===== src/rtl/loop_buffer_v2.sv =====
// Record/loop sample buffer: DEPTH-entry RAM read either as a consuming FIFO or
// as a cyclic, non-consuming loop, with a registered read port and sticky error flags.
module loop_buffer_v2 #(
  parameter int DATA_WIDTH = 8,
  parameter int DEPTH      = 256,
  parameter int ADDR_WIDTH = $clog2(DEPTH)
) (
  input  logic                  clk,
  input  logic                  rst,
  input  logic                  mode,
  input  logic                  clear,
  input  logic                  rewind,
  input  logic                  wr_en,
  input  logic [DATA_WIDTH-1:0] wr_data,
  input  logic                  rd_en,
  output logic [DATA_WIDTH-1:0] rd_data,
  output logic                  rd_valid,
  output logic                  empty,
  output logic                  full,
  output logic [ADDR_WIDTH:0]   count,
  output logic                  overflow,
  output logic                  underflow,
  output logic [ADDR_WIDTH-1:0] wr_ptr_dbg,
  output logic [ADDR_WIDTH-1:0] rd_ptr_dbg
);

  localparam logic [ADDR_WIDTH:0] FULL_COUNT = (ADDR_WIDTH + 1)'(DEPTH);

  logic [DATA_WIDTH-1:0] mem [DEPTH];
  logic [ADDR_WIDTH-1:0] head;
  logic [ADDR_WIDTH-1:0] tail;
  logic [ADDR_WIDTH-1:0] play_off;
  logic [ADDR_WIDTH-1:0] rd_addr;
  logic                  mode_q;
  logic                  wr_ok;
  logic                  rd_ok;
  logic                  pop;
  logic                  last_off;

  assign empty    = (count == '0);
  assign full     = (count == FULL_COUNT);
  assign wr_ok    = wr_en && !full;
  assign rd_ok    = rd_en && !empty;
  assign pop      = rd_ok && !mode_q;
  // Pointer arithmetic is ADDR_WIDTH wide, so head+play_off wraps at DEPTH for free.
  assign rd_addr  = mode_q ? head + play_off : head;
  assign last_off = ({1'b0, play_off} == count - 1'b1);

  assign wr_ptr_dbg = tail;
  assign rd_ptr_dbg = rd_addr;

  // NOTE: the RAM is deliberately left out of reset so it maps onto block RAM;
  // stale contents are never visible because reads are gated by count.
  always_ff @(posedge clk) begin
    if (!rst && !clear && wr_ok) mem[tail] <= wr_data;
  end

  // NOTE: non-blocking assignments make the same-cycle read of mem[rd_addr]
  // return the word stored before this edge (read-before-write).
  always_ff @(posedge clk) begin
    if (rst || clear) begin
      head      <= '0;
      tail      <= '0;
      play_off  <= '0;
      count     <= '0;
      rd_data   <= '0;
      rd_valid  <= 1'b0;
      overflow  <= 1'b0;
      underflow <= 1'b0;
      mode_q    <= mode;
    end else begin
      rd_valid <= rd_ok;
      if (rd_ok)           rd_data   <= mem[rd_addr];
      if (wr_ok)           tail      <= tail + 1'b1;
      if (pop)             head      <= head + 1'b1;
      if (wr_en && full)   overflow  <= 1'b1;
      if (rd_en && empty)  underflow <= 1'b1;

      unique case ({wr_ok, pop})
        2'b10:   count <= count + 1'b1;
        2'b01:   count <= count - 1'b1;
        default: count <= count;
      endcase

      // Mode change and rewind both restart the loop; the increment uses pre-cycle count.
      if (mode != mode_q) begin
        mode_q   <= mode;
        play_off <= '0;
      end else if (rewind) begin
        play_off <= '0;
      end else if (rd_ok && mode_q) begin
        play_off <= last_off ? '0 : play_off + 1'b1;
      end
    end
  end

endmodule


===== config.mk =====
export PLATFORM = sky130hd
export DESIGN_NAME = loop_buffer_v2
export DESIGN_NICKNAME = d
export VERILOG_FILES = /design/src/rtl/loop_buffer_v2.sv
export SDC_FILE = /design/constraint.sdc
export NUM_CORES = 2
export LEC_CHECK = 0
export CAP_MARGIN = 10
export CORE_ASPECT_RATIO = 1.75
export CORE_MARGIN = 5
export CORE_UTILIZATION = 55
export DETAILED_ROUTE_END_ITERATION = 12
export PLACE_DENSITY = 0.75
export SETUP_SLACK_MARGIN = 0.4
export SLEW_MARGIN = 5
export SYNTH_ARGS = -nofsm -noshare
export SYNTH_HDL_FRONTEND = slang
export SYNTH_SLANG_ARGS = --single-unit

===== constraint.sdc =====
create_clock -name clk -period 4.06 [get_ports clk]
set_input_delay 1.015 -clock clk [delete_from_list [all_inputs] [get_ports clk]]
set_output_delay 1.015 -clock clk [all_outputs]
set_load 0.1 [all_outputs]

==> key figures <==
Synthesis
  – Yosys cell types: 81
  – Ys async rst share: 0%
  – Largest family of logic cells by synthesized area: simple AND/OR/NAND/NOR gates
  – Most used DFF post-synth: edfxtp_1
  – Post-Synth Adder-Cell Area: 0.2618%
  – Number of synthesized flops with an enable pin: 2049
  – Synth Cell Area: 84120 sq um
  – Multiplexer share of the synthesized area: roughly 4.6%
  – Post-Synthesis Cells: 6009
  – Post-synthesis register bit count: 2093
  – XOR/XNOR Fraction of Synth Area: less than 1%
  – Yosys warns: 0
  – Register area share after synthesis: 74.19%
  – Synthesized Nets: about 6000
  – Synth Area per Inst: 14.00 sq um
  – Area fraction in compound gates after synthesis: 5.018%
  – Post-synthesis simple-gate area fraction: 13.22%

Setup path
  – R2R cell count: 16
  – Most used cell, CP: buf_16
  – Critical Path AT: 3.08 ns
  – CP max stage cell: fa_2
  – Bufs and invs on worst path: 5
  – R2R Path Start: play_off[0]$_SDFFE_PP0P_
  – CP peak stage delay: about 0.36 ns
  – R2R setup slack: -0.03 ns
  – Critical path class: register to output port
  – CP delay by family, top: buffers and inverters
  – Cells along the critical path: ha_4 > fa_2 > buf_6 > a211oi_4 > o21bai_4 > and4b_4 > nor2_8 > inv_16 > buf_16 > buf_16 > buf_16
  – WP data required: 3.04 ns
  – Crit start category: register
  – Worst R2R End: rd_data[5]$_SDFFE_PP0N_
  – Worst setup EP type: output port
  – CP Max Fanout: 6

Run status
  – Outcome: finished with violations
  – Failing checks: setup timing

STA
  – Hold_ws: roughly 0.47 ns
  – Unrepaired setup endpoints after global routing: true
  – Clock skew: around 0.03 ns
  – Tmin final: 4.097 ns
  – Fin. max-slew vios: 0
  – Max-slew headroom: around 17%
  – Least-Margin Pin Slew: approximately 1.2 ns
  – Max Freq: 0.2441 GHz
  – Final setup fails: 2
  – Final WS setup: -0.03706 ns
  – Hold Fails Final Rpt: 0
  – Final period utilization: 100.9%

Clock tree
  – Clk_lat worst skew: roughly 0.8 ns
  – H-tree level count: 4
  – CTS tree: done
  – Clock Sinks: ~2100
  – Largest buffer count on any clock path: 4
  – CTS Buf Count: 181
  – CTS Hold Bufs: 0
  – Root Buffer: clkbuf_16
  – Reg clk slew, reported paths: 0.07 ns

GRT
  – Vias in the first global route: 56410
  – Global Route Usage Sum: 30.76%
  – First-pass GRT wire length: 367900 um
  – Global route overflow: 0
  – Initial antenna violation count: 5
  – Largest net degree at the start of global routing: 109

Finish
  – Share of cells above drive strength 1: 20.71%
  – Layout area overhead: 19.09%
  – Fin nets: roughly 6700
  – Fillers: ~10000
  – Most common cell after layout, fill and taps aside: edfxtp_1
  – Most frequent cells in the layout: edfxtp_1, nand2_1, buf_4

Pwr
  – Clk pwr share: 39.2%
  – Power density cells: 434.5 nW/um^2
  – Design Power: approximately 44000 uW
  – Comb pwr share: 6.3%
  – Cell internal pwr: around 34000 uW
  – Switching power: 9398 uW
  – Sw Ratio: approximately 22%
  – Peak VDD IR: 0.3577 mV
  – Flop pwr share: 54.4%
  – Leakage: 0.03415 uW

Routing
  – Final ANT Viol Nets: 0
  – Routed len/inst: slightly below 30 um
  – Routed WL: 255000 um
  – Detailed Route Iter0 Violations: 6862
  – Drt drc: 0
  – Via count: 56220
  – First-pass detailed-route iteration total: 8
  – Via/cell ratio: 6.396

Place
  – Detailed placement HPWL: 159800 um
  – I/O Buffers: 52
  – Gpl congestion: approximately 0.95

Floorplanning
  – Initial Utilization: 55.12%
  – Num rows: 190
  – I/O pin total: between 50 and 60
  – Full die area: 161200 sq um
  – Die H: 527.4 um
  – Core region area: between 150000 and 200000 sq um
  – Die Wd: 305.6 um

Hold path
  – HP Start: underflow$_SDFFE_PP0P_
  – Worst Hold Path EP: underflow$_SDFFE_PP0P_
  – Worst hold path depth: 2
  – Hold Path Class: register to register

Run
  – # Max-Cap Violations: 0
[registers in the layout (all words and copies together) (netlist names)]
name,count
rd_valid,1
overflow,1
count,9
underflow,1
mem,2048
play_off,8
head,8
rd_data,8
wr_ptr_dbg,8
mode_q,1
[worst max-delay path by stage]
stage	startpoint	to	slack, ns	cells after the start
CTS	play_off[0]$_SDFFE_PP0P_	rd_ptr_dbg[6]	-0.07	11
detailed placement	head[0]$_SDFFE_PP0P_	rd_data[0]$_SDFFE_PP0N_	-0.42	17
global route	play_off[0]$_SDFFE_PP0P_	rd_ptr_dbg[6]	-0.09	11
floorplan	count[0]$_SDFFE_PP0P_	count[7]$_SDFFE_PP0P_	0.004	13
global placement	head[0]$_SDFFE_PP0P_	rd_data[5]$_SDFFE_PP0N_	-0.71	13
finish	play_off[0]$_SDFFE_PP0P_	rd_ptr_dbg[6]	-0.04	11
[synth_stat cells, types with 6 or more instances]
| cell type | number | share of area [%] |
|---|---|---|
| a22oi_1 | 14 | 0.12 |
| and4_1 | 9 | 0.094 |
| nand3b_1 | 6 | 0.054 |
| mux4_2 | 100 | 2.7 |
| edfxtp_1 | 2049 | 73 |
| buf_2 | 124 | 0.74 |
| mux2i_1 | 155 | 1.8 |
| nor2b_1 | 7 | 0.052 |
| nand3_1 | 540 | 3.2 |
| dfxtp_1 | 44 | 1.0 |
| xnor2_1 | 21 | 0.22 |
| a32o_1 | 7 | 0.083 |
| o22ai_1 | 17 | 0.13 |
| xor2_1 | 20 | 0.21 |
| clkbuf_1 | 181 | 0.81 |
| a311o_1 | 8 | 0.095 |
| o21ai_0 | 37 | 0.22 |
| nand4_1 | 62 | 0.46 |
| o2111ai_1 | 7 | 0.073 |
| and3_1 | 95 | 0.71 |
| nand2_1 | 1456 | 6.5 |
| nor4_1 | 13 | 0.097 |
| buf_4 | 33 | 0.29 |
| nor3_1 | 27 | 0.16 |
| or4_1 | 13 | 0.12 |
| nor2_1 | 334 | 1.5 |
| a211oi_1 | 81 | 0.72 |
| buf_1 | 37 | 0.17 |
| a21oi_1 | 105 | 0.62 |
| o31ai_1 | 6 | 0.054 |
| a31oi_1 | 99 | 0.74 |
| inv_1 | 31 | 0.14 |
| a221o_1 | 9 | 0.11 |
| buf_6 | 9 | 0.12 |
| a32oi_1 | 68 | 0.71 |
| ha_1 | 16 | 0.24 |
| and2_1 | 7 | 0.052 |
| a22o_1 | 12 | 0.12 |
| a311oi_1 | 53 | 0.55 |
[layout make-up]
| type | count | area, sq um | share of cell area (%) |
|---|---|---|---|
| tap | 2016 | 2522 | 2.518 |
| timing repair inverter | 4 | 37.54 | 0.03747 |
| clock buffer | 224 | 4837 | 4.828 |
| sequential | 2093 | 62440 | 62.33 |
| clock inverter | 91 | 853.3 | 0.8518 |
| timing repair buffer | 827 | 8075 | 8.061 |
| inverter | 35 | 201.4 | 0.2011 |
| antenna | 3 | 7.507 | 0.007494 |
| multi-input combinational | 3497 | 21200 | 21.16 |
[worst min-delay path: cells and delay by family, from the launching register on]
family / cells / cell delay, ns
DFF: 1 / 0.33
and+or+nand+nor: 1 / 0.07
AOI/OAI and AO/OA: 1 / 0.04
[stage by stage]
stage	util, %	cell area [sq um]	worst slack [ns]	setup TNS, ns	instances
after floorplan	-	84240	0.003570	0	6009
after global placement	59.98	91540	-0.7054	-2.133	8368
after detailed placement	59.98	91540	-0.4203	-2.331	8368
after CTS	65.12	99380	-0.07452	-0.07452	8759
after global routing	65.64	100200	-0.09115	-0.2260	8788
final	65.64	100200	-0.03706	-0.06948	8790
[layer usage]
metal  up-vias  share of wire [%]  routed length, um  GRT usage, %
met5         -             0.0047                 12             0
met4         2                9.6              24500         23.29
met3      1054                9.3              23670         5.643
met2      3721                 50             127600         52.38
met1     27700                 31              79200         34.38
li1      23740                  -                  -             -
[power groups by stage]
| stage | registers (uW) | logic (uW) | clock network [uW] |
|---|---|---|---|
| after floorplan | 24200 | 1170 | 0 |
| after global placement | 24200 | 2310 | 0 |
| after detailed placement | 24200 | 2350 | 0 |
| after CTS | 23700 | 2630 | 17100 |
| after global routing | 23700 | 2870 | 18000 |
| final | 23700 | 2760 | 17100 |
[logic make-up after synthesis]
logic type,after synthesis
flops,2093
mux,259
fa+ha+maj,17
xor+xnor,42
simple gates,2593
compound gates,586
buf+inv,419
[timing repair]
| item | CTS | global route |
|---|---|---|
| buffers inserted | 60 | 25 |
| resized for setup | 268 | 103 |
| gates cloned | 16 | 3 |
| setup endpoints to repair | 223 | 81 |
| pin swaps | 62 | 71 |
(Power assumes the default switching activity.)
